==> src/rtl/timer_device_pkg.sv <==
// Shared definitions for the memory-mapped down-counter timer: register
// offsets, CTRL bit positions, MODE codes, FSM states and the byte-lane helper.
package timer_device_pkg;

    // Word offsets within the device (PrAddr[3:2])
    localparam logic [1:0] ADDR_CTRL   = 2'd0;
    localparam logic [1:0] ADDR_PRESET = 2'd1;
    localparam logic [1:0] ADDR_COUNT  = 2'd2;
    localparam logic [1:0] ADDR_RSVD   = 2'd3;

    // CTRL layout; bits above CTRL_W-1 read as zero and ignore writes
    localparam int CTRL_W        = 4;
    localparam int CTRL_EN_BIT   = 0;
    localparam int CTRL_MODE_LSB = 1;
    localparam int CTRL_MODE_MSB = 2;
    localparam int CTRL_IM_BIT   = 3;

    // MODE codes; 1x decodes as one-shot
    localparam logic [1:0] MODE_ONESHOT = 2'b00;
    localparam logic [1:0] MODE_RELOAD  = 2'b01;

    typedef enum logic [1:0] {
        ST_IDLE = 2'd0,
        ST_LOAD = 2'd1,
        ST_CNT  = 2'd2,
        ST_INT  = 2'd3
    } state_t;

    // Expand a 4-bit byte enable into a 32-bit lane mask
    function automatic logic [31:0] byte_mask(input logic [3:0] mask);
        logic [31:0] lanes;
        lanes = 32'd0;
        for (int i = 0; i < 4; i++) begin
            lanes[8*i +: 8] = {8{mask[i]}};
        end
        return lanes;
    endfunction

endpackage

==> src/rtl/timer_device_if.sv <==
// Processor-side bus slice between Bridge and one timer instance.
interface timer_device_if;
    logic        Sel;
    logic [1:0]  Addr;
    logic        WE;
    logic [3:0]  Mask;
    logic [31:0] WData;
    logic [31:0] RData;
    logic        IRQ;

    modport master (
        output Sel, Addr, WE, Mask, WData,
        input  RData, IRQ
    );

    modport slave (
        input  Sel, Addr, WE, Mask, WData,
        output RData, IRQ
    );
endinterface

==> src/rtl/timer_device_byte_merge.sv <==
// Byte-enable merge of a write word into an existing register value; shared
// by Bridge-side devices that support partial writes.
module byte_merge
    import timer_device_pkg::*;
(
    input  logic [31:0] old_data,
    input  logic [31:0] new_data,
    input  logic [3:0]  mask,
    output logic [31:0] merged
);

    // Enabled lanes take the new byte, the rest keep the old one
    always_comb begin
        merged = (new_data & byte_mask(mask)) | (old_data & ~byte_mask(mask));
    end

endmodule

==> src/rtl/timer_device.sv <==
// Programmable down-counter timer with CTRL/PRESET/COUNT registers and a
// level interrupt. The FSM walks IDLE -> LOAD -> CNT -> INT; auto-reload
// mode loops back through LOAD, one-shot mode drops EN and parks in IDLE.
module timer_device
    import timer_device_pkg::*;
#(
    parameter int              CNT_W       = 32,
    parameter logic [CNT_W-1:0] PRESET_INIT = {CNT_W{1'b0}}
) (
    input logic           Clk,
    input logic           Rst,
    timer_device_if.slave bus
);

    localparam logic [CNT_W-1:0] CNT_ZERO = {CNT_W{1'b0}};
    localparam logic [CNT_W-1:0] CNT_ONE  = {{(CNT_W-1){1'b0}}, 1'b1};

    logic [CTRL_W-1:0] ctrl_r;
    logic [CNT_W-1:0]  preset_r;
    logic [CNT_W-1:0]  count_r;
    logic              irq_flag_r;
    state_t            state_r;

    state_t            state_nxt_s;
    logic [CNT_W-1:0]  count_nxt_s;
    logic              irq_set_s;
    logic              irq_clr_fsm_s;
    logic              en_clr_fsm_s;

    logic              wr_s;
    logic              wr_ctrl_s;
    logic              wr_preset_s;
    logic [31:0]       ctrl_ext_s;
    logic [31:0]       preset_ext_s;
    logic [31:0]       count_ext_s;
    logic [31:0]       merge_old_s;
    logic [31:0]       merged_s;
    logic              en_s;
    logic              reload_s;

    // Zero-extended register views and write decode
    always_comb begin
        ctrl_ext_s   = {{(32-CTRL_W){1'b0}}, ctrl_r};
        preset_ext_s = 32'(preset_r);
        count_ext_s  = 32'(count_r);
        wr_s         = bus.WE & bus.Sel;
        wr_ctrl_s    = wr_s & (bus.Addr == ADDR_CTRL);
        wr_preset_s  = wr_s & (bus.Addr == ADDR_PRESET);
        if (bus.Addr == ADDR_CTRL) begin
            merge_old_s = ctrl_ext_s;
        end else begin
            merge_old_s = preset_ext_s;
        end
        en_s     = ctrl_r[CTRL_EN_BIT];
        reload_s = (ctrl_r[CTRL_MODE_MSB:CTRL_MODE_LSB] == MODE_RELOAD);
    end

    byte_merge u_merge (
        .old_data (merge_old_s),
        .new_data (bus.WData),
        .mask     (bus.Mask),
        .merged   (merged_s)
    );

    // FSM next-state and counter datapath
    always_comb begin
        state_nxt_s   = state_r;
        count_nxt_s   = count_r;
        irq_set_s     = 1'b0;
        irq_clr_fsm_s = 1'b0;
        en_clr_fsm_s  = 1'b0;
        case (state_r)
            ST_IDLE: begin
                if (en_s) begin
                    state_nxt_s = ST_LOAD;
                end else begin
                    state_nxt_s = ST_IDLE;
                end
            end
            ST_LOAD: begin
                if (en_s) begin
                    count_nxt_s = preset_r;
                    state_nxt_s = ST_CNT;
                end else begin
                    state_nxt_s = ST_IDLE;
                end
            end
            ST_CNT: begin
                if (!en_s) begin
                    state_nxt_s = ST_IDLE;
                end else if (count_r <= CNT_ONE) begin
                    // A PRESET of 0 lands here too, so it behaves like 1
                    count_nxt_s = CNT_ZERO;
                    irq_set_s   = 1'b1;
                    state_nxt_s = ST_INT;
                end else begin
                    count_nxt_s = count_r - CNT_ONE;
                end
            end
            ST_INT: begin
                if (wr_ctrl_s && !merged_s[CTRL_EN_BIT]) begin
                    // Software disabling the timer overrides any reload
                    state_nxt_s = ST_IDLE;
                end else if (reload_s) begin
                    irq_clr_fsm_s = 1'b1;
                    state_nxt_s   = ST_LOAD;
                end else begin
                    en_clr_fsm_s = 1'b1;
                    state_nxt_s  = ST_IDLE;
                end
            end
            default: begin
                state_nxt_s = ST_IDLE;
            end
        endcase
    end

    // FSM state and COUNT registers
    always_ff @(posedge Clk or posedge Rst) begin
        if (Rst) begin
            state_r <= ST_IDLE;
            count_r <= CNT_ZERO;
        end else begin
            state_r <= state_nxt_s;
            count_r <= count_nxt_s;
        end
    end

    // CTRL register; a bus write takes priority over the one-shot EN clear
    always_ff @(posedge Clk or posedge Rst) begin
        if (Rst) begin
            ctrl_r <= {CTRL_W{1'b0}};
        end else if (wr_ctrl_s) begin
            ctrl_r <= merged_s[CTRL_W-1:0];
        end else if (en_clr_fsm_s) begin
            ctrl_r[CTRL_EN_BIT] <= 1'b0;
        end else begin
            ctrl_r <= ctrl_r;
        end
    end

    // PRESET register; only consumed in LOAD, so mid-count writes wait for reload
    always_ff @(posedge Clk or posedge Rst) begin
        if (Rst) begin
            preset_r <= PRESET_INIT;
        end else if (wr_preset_s) begin
            preset_r <= merged_s[CNT_W-1:0];
        end else begin
            preset_r <= preset_r;
        end
    end

    // Interrupt flag; a terminal count is never lost to a same-edge register write
    always_ff @(posedge Clk or posedge Rst) begin
        if (Rst) begin
            irq_flag_r <= 1'b0;
        end else if (irq_set_s) begin
            irq_flag_r <= 1'b1;
        end else if (wr_ctrl_s || wr_preset_s || irq_clr_fsm_s) begin
            irq_flag_r <= 1'b0;
        end else begin
            irq_flag_r <= irq_flag_r;
        end
    end

    // Read mux (Sel ignored) and masked interrupt output
    always_comb begin
        case (bus.Addr)
            ADDR_CTRL:   bus.RData = ctrl_ext_s;
            ADDR_PRESET: bus.RData = preset_ext_s;
            ADDR_COUNT:  bus.RData = count_ext_s;
            ADDR_RSVD:   bus.RData = 32'd0;
            default:     bus.RData = 32'd0;
        endcase
        bus.IRQ = irq_flag_r & ctrl_r[CTRL_IM_BIT];
    end

endmodule
==> src/flat_wrapper.sv <==
// flat-port wrapper written by rule: the top's interface ports become plain ports
module timer_device_flat import timer_device_pkg::*;
#(
    parameter int              CNT_W       = 32,
    parameter logic [CNT_W-1:0] PRESET_INIT = {CNT_W{1'b0}}
)
  (Clk, Rst, bus_Sel, bus_Addr, bus_WE, bus_Mask, bus_WData, bus_RData, bus_IRQ);
  timer_device_if bus_i ();
  input logic Clk;
  input logic Rst;
  input wire logic [$bits(bus_i.Sel)-1:0] bus_Sel;
  input wire logic [$bits(bus_i.Addr)-1:0] bus_Addr;
  input wire logic [$bits(bus_i.WE)-1:0] bus_WE;
  input wire logic [$bits(bus_i.Mask)-1:0] bus_Mask;
  input wire logic [$bits(bus_i.WData)-1:0] bus_WData;
  output wire logic [$bits(bus_i.RData)-1:0] bus_RData;
  output wire logic [$bits(bus_i.IRQ)-1:0] bus_IRQ;
  assign bus_i.Sel = bus_Sel;
  assign bus_i.Addr = bus_Addr;
  assign bus_i.WE = bus_WE;
  assign bus_i.Mask = bus_Mask;
  assign bus_i.WData = bus_WData;
  assign bus_RData = bus_i.RData;
  assign bus_IRQ = bus_i.IRQ;
  timer_device #(.CNT_W(CNT_W), .PRESET_INIT(PRESET_INIT)) u_core (.Clk(Clk), .Rst(Rst), .bus(bus_i));
endmodule
==> config.mk <==
export PLATFORM = sky130hd
export DESIGN_NAME = timer_device_flat
export DESIGN_NICKNAME = d
export VERILOG_FILES = /design/src/rtl/timer_device_pkg.sv /design/src/rtl/timer_device_if.sv /design/src/rtl/timer_device_byte_merge.sv /design/src/rtl/timer_device.sv /design/src/flat_wrapper.sv
export SDC_FILE = /design/constraint.sdc
export NUM_CORES = 1
export LEC_CHECK = 0
export ABC_AREA = 1
export CORE_ASPECT_RATIO = 0.5
export CORE_MARGIN = 2
export CORE_UTILIZATION = 45
export DETAILED_ROUTE_END_ITERATION = 16
export PLACE_DENSITY = 0.83
export SKIP_CTS_REPAIR_TIMING = 1
export SLEW_MARGIN = 20
export SYNTH_ARGS = -nofsm -noshare
export SYNTH_HDL_FRONTEND = slang
export SYNTH_SLANG_ARGS = --single-unit
==> constraint.sdc <==
create_clock -name Clk -period 2.1 [get_ports Clk]
set_clock_uncertainty 0.1 [all_clocks]
set_input_delay 0.42 -clock Clk [delete_from_list [all_inputs] [get_ports Clk]]
set_output_delay 0.42 -clock Clk [all_outputs]
set_load 0.05 [all_outputs]
[Yosys cells after proc, flatten, opt, wreduce, memory -nomap -nowiden]
Index checks and enable logic that the tools add are counted.
Word-level totals
  flip-flop bits (word level): 71
  input bits: 42
  output and inout bits: 33
  word-level logic and storage cells: 62
Operators by class
  add/subtract/negate cells: 1
  $lt $le $gt $ge: 1
  eq/ne operators: 10
  muxes and demuxes: 26
  bitwise operators: 8
  reduce and logical (&&, ||, !) cells: 10
Operators by type and width (count)
  two-way mux 32 bit: 4
  case mux 32 bit (4 select lines): 1
  bitwise AND 32 bit: 2
  case mux 32 bit (2 select lines): 1
  less-or-equal comparator 32 x 1 -> 1 bit (second input constant): 1
  NOT 32 bit: 1
  OR 32 bit: 1
  subtractor 32 x 1 -> 32 bit (second input constant): 1
  two-way mux 1 bit: 15
  == test 2 bit (second input constant): 4
  two-way mux 2 bit: 4
  case mux 2 bit (4 select lines): 1
  == test 2 x 1 -> 1 bit (second input constant): 3
  nonzero test 2 bit: 3
  bitwise AND 1 bit: 4
  logical NOT 2 bit: 2
  != test 2 x 1 -> 1 bit (second input constant): 2
  != test 3 bit (second input constant): 1
  AND reduction 3 bit: 1
  logical OR 1 bit: 2
  logical AND 1 bit: 1
  logical NOT 1 bit: 1

[Logic depth before layout (Yosys ltp)]
  depth in word-level cells: 11
  depth in mapped cells: 12
  depth with buffers taken out: 12

[Cells and area by module]
Synthesis repeated with hierarchy kept, for this count alone.
Second synthesis, totals
  cells, all modules: 744
  area total of the unflattened synthesis: 4799.6 um2
By module, submodules not included
  timer_device: times used 1, cells each 640, area an instance 4379.2 um2, seq. area each 1776.7 um2
  byte_merge: times used 1, cells each 104, area an instance 420.4 um2, seq. area each 0.0 um2

[Least setup slack after synthesis]
OpenSTA, ideal clock, no wires.
  path type: in2out
  from: input port bus_Addr[0]
  to: output port bus_RData[12]
  data arrival time: 1.855 ns
  data required time: 1.580 ns
  path slack: -0.275 ns
  cell stages on the path: 4
  path through: inv_1 -> nor2_4 -> inv_2 -> o21ai_0
Between the ends
  cells in the longest elaborated chain, start to end: 2
  elaborated cells between the ends (all ways): 5
  classes of those cells: 3 x eq/ne; 1 x mux; 1 x reduce/logical
RTL lines
  start: declaration: line flat_wrapper.sv:12  | input wire logic [$bits(bus_i.Addr)-1:0] bus_Addr;
  == test 2 bit (tied with other cells): line timer_device.sv:168  | case (bus.Addr)
  case mux 32 bit (4 select lines) (*): line timer_device.sv:168
  end: declaration: line flat_wrapper.sv:16  | output wire logic [$bits(bus_i.RData)-1:0] bus_RData;
Mark *: on every way between the ends. The rest lies on a longest branch, timed or not.

[Final worst setup path]
  from: register u_core.count_r[0] (netlist: u_core.count_ext_s[0])
  to: register u_core.count_r[8] (netlist: u_core.count_ext_s[8])
Between the ends
  cells in the longest elaborated chain, start to end: 4
  elaborated cells between the ends (all ways): 5
  classes of those cells: 1 x add/sub; 1 x order compare; 3 x mux
RTL lines
  start: declaration: line timer_device.sv:20  | logic [CNT_W-1:0] count_r;
  start signal: assignment: line timer_device.sv:125  | count_r <= count_nxt_s;
  subtractor 32 x 1 -> 32 bit / less-or-equal comparator 32 x 1 -> 1 bit (equally long branches): line timer_device.sv:97, timer_device.sv:91
  two-way mux 32 bit (*): line timer_device.sv:91  | end else if (count_r <= CNT_ONE) begin
  two-way mux 32 bit (*): line timer_device.sv:89  | if (!en_s) begin
  case mux 32 bit (2 select lines) (*): line timer_device.sv:72  | case (state_r)
Mark *: on every way between the ends. The rest lies on a longest branch, timed or not. The select of a mux whose other input is x is not followed.
A chain may end at the register's enable or synchronous reset.

==> run_results.csv <==
group,metric,value,unit
outcome,outcome,"complete, no violations",
logic_synthesis,yosysSeqAreaShare,0.405,
floorplan,start_util,0.463,
cts,cts.sinks,71,
grt,first_global_vias,4305,
cts,cts.htree.levels,3,
logic_synthesis,synth_cell_types,29,
critical_path,worstPathRequired,2.22,ns
logic_synthesis,syn-cell-area,4390,um^2
placement,dpl.hpwl,9.49,mm
placement,placed_area,5840,um^2
cells_and_area,final_cell_mix,"nor2_1 (108), nand2_1 (101), a21oi_1 (95), inv_1 (79), dfrtp_1 (71)",
grt,grt_max_degree,72,
cells_and_area,final_common_cell,"nor2_1",
timing,finalHoldViolations,0,
floorplan,die_y,73.8,um
floorplan,fp-row-count,25,
logic_synthesis,synthTopCellsByArea,"dfrtp_1 (40%), a21oi_1 (11%), nor2_1 (9.3%)",
route,drt_wl_total,13.9,mm
logic_synthesis,syn_avg_cell_area,7.08,um^2
cells_and_area,num-fill-cells,721,
timing,fmax,483,MHz
logic_synthesis,synth-seq-cells,71,
cells_and_area,finalNetCount,772,
cells_and_area,final_area,6440,um^2
cells_and_area,area_growth_syn_to_layout,46.6,%
grt,track_usage,0.262,
placement,io_buffers,74,
route,avgViaCountPerCell,5.60,
route,detail-route-antenna-nets,0,
flow_run,cap_violations,0,
logic_synthesis,syn_nets,668,
critical_path,slowest_stage,"dfrtp_1",
timing,finalCritPeriodShare,0.986,
critical_path,cpLargestDelayFamily,"simple AND/OR/NAND/NOR gates",
route,drc,0,
critical_path,crit_buf_inv,3,
floorplan,fp.dieArea,10600,um^2
critical_path,rrSetupSlack,0.03,ns
floorplan,die_x,144,um
logic_synthesis,synth.top_cell.area_share,0.405,
power,ir_drop,0.000630,V
cells_and_area,drive_gt1_frac,0.187,
floorplan,core,9480,um^2
cts,clock-root-buffer,"clkbuf_16",
logic_synthesis,netlist.top_cell.by_area,"dfrtp_1",
timing,setup_viol,0,
logic_synthesis,synth_warnings,0,
timing,tightest_slew,0.392,ns
critical_path,worstPathArrival,2.19,ns
critical_path,cp-end-kind,"flip-flop",
power,power_leakage,0.00285,uW
min_path,hold_path.class,"in2async",
cts,cts_tree,"built",
cts,clock_latency,0.34,ns
route,drt_iter0_markers,586,
critical_path,max_stage_delay,0.42,ns
floorplan,io-pin-count,75,
power,power_density,1190,nW/um^2
timing,period_minus_slack,2.07,ns
cells_and_area,final_cells,864,
grt,grt_pass1_wl,21.4,mm
critical_path,worstSetupPathType,"reg2reg",
grt,antenna_found_initial,0,
cts,clkTransAtPathRegs,0.06,ns
placement,gp_congestion,0.937,
route,drt-pass1-iter-count,6,
grt,grt.overflow.total,0,
route,wl_per_cell,16.1,um
critical_path,path_cells,"inv_1 -> ha_1 -> inv_1 -> nand2_1 -> nand2_1 -> nor2_1 -> nand3_1 -> nor2_4 -> nor2_4 -> buf_4 -> o21ai_0 -> a21oi_1",
logic_synthesis,syn_inst,620,
cts,clock_path_buffers,2,
route,num_vias,4842,
cells_and_area,num_antenna_cells,0,
timing,max_slew_margin,0.738,
critical_path,crit_fanout,4,
critical_path,cp-start-kind,"flip-flop",
timing,drv_slew,0,
placement,post-place-cells,837,
cts,cts_inserted_buffers,9,
==> final timing paths <==
path                                              from                 endpoint  depth (start not counted)
worst max-delay path             u_core.count_ext_s[0]    u_core.count_ext_s[8]                         12
worst min register to register  u_core.preset_ext_s[0]   u_core.preset_ext_s[0]                          2
worst min-delay path                               Rst         u_core.ctrl_r[0]                          3
max in group asynchronous                          Rst  u_core.preset_ext_s[10]                          3
worst max register to register   u_core.count_ext_s[0]    u_core.count_ext_s[8]                         12
min in group Clk                u_core.preset_ext_s[0]   u_core.preset_ext_s[0]                          2
==> registers in the layout, summed over array words and instances (netlist names) <==
name,flops
u_core.count_ext_s,32
u_core.ctrl_r,4
u_core.irq_flag_r,1
u_core.preset_ext_s,32
u_core.state_r,2
==> per-stage QoR <==
step	worst slack, ns	hold WS (ns)	TNS (ns)	util	total power, uW
global placement	-0.172	0.412	-4.87	0.616	5480
global route	-0.0748	0.479	-0.420	0.679	8100
finish	0.0297	0.431	0	0.679	7690
detailed placement	-0.219	0.423	-6.29	0.616	5610
CTS	-0.237	0.435	-7.06	0.653	7440
floorplan	-0.275	0.375	-0.826	-	4410
==> worst reg2reg max path, cell delays in order, from the launching register on <==
cell     delay, ns
dfrtp_1       0.42
inv_1         0.10
ha_1          0.19
inv_1         0.06
nand2_1       0.08
nand2_1       0.05
nor2_1        0.17
nand3_1       0.17
nor2_4        0.18
nor2_4        0.07
buf_4         0.15
o21ai_0       0.09
a21oi_1       0.11
==> report_power, final <==
| part | leakage, uW | internal, uW | switching, uW | total (uW) |
|---|---|---|---|---|
| combinational | 0.00190 | 1410 | 2190 | 3600 |
| clock | 0.000162 | 1190 | 604 | 1800 |
| sequential | 0.000782 | 1810 | 478 | 2290 |
==> cell type report <==
type                            count  area [um^2]  share of cell area
Timing Repair Buffer              112         1400               0.218
Multi-Input combinational cell    447         2420               0.376
Sequential cell                    71         1780               0.276
Tap cell                          135          169              0.0262
Inverter                           83          320              0.0498
Clock inverter                      5          105              0.0163
Clock buffer                       11          243              0.0377
==> Yosys cell counts <==
library cell / number
buf_4: 1
mux2_2: 3
buf_6: 3
nor2_4: 3
nor2_2: 5
nor2_1: 109
buf_1: 2
a21oi_1: 95
mux2_4: 2
dfrtp_1: 71
o211ai_1: 1
nand2_2: 2
o22ai_1: 20
ha_1: 6
inv_1: 82
xor2_1: 12
o21ai_1: 4
nor2_8: 1
nand3_1: 36
nor3_1: 3
clkbuf_1: 9
o21ai_0: 31
inv_2: 1
buf_2: 5
a221o_1: 3
xnor2_1: 1
nand2_1: 102
nand4_1: 6
or2_1: 1
==> metal layers <==
layer,global-route usage,share of wire,routed length [um]
met1,0.372,0.43,6000
met2,0.386,0.44,6130
met3,0.0724,0.11,1550
met4,0.0882,0.016,217
met5,0,0,0
==> cells by family (layout without fill, tap and decap cells) <==
family / count (synthesis) / count (layout) / synth area share
compound gates: 154 / 154 / 0.185
buf+inv: 103 / 211 / 0.0955
fa+ha+maj: 6 / 6 / 0.0171
simple gates: 268 / 269 / 0.257
mux: 5 / 5 / 0.0145
flops: 71 / 71 / 0.405
xor+xnor: 13 / 13 / 0.0259
No activity file was read; power rests on OpenSTA's default activity.
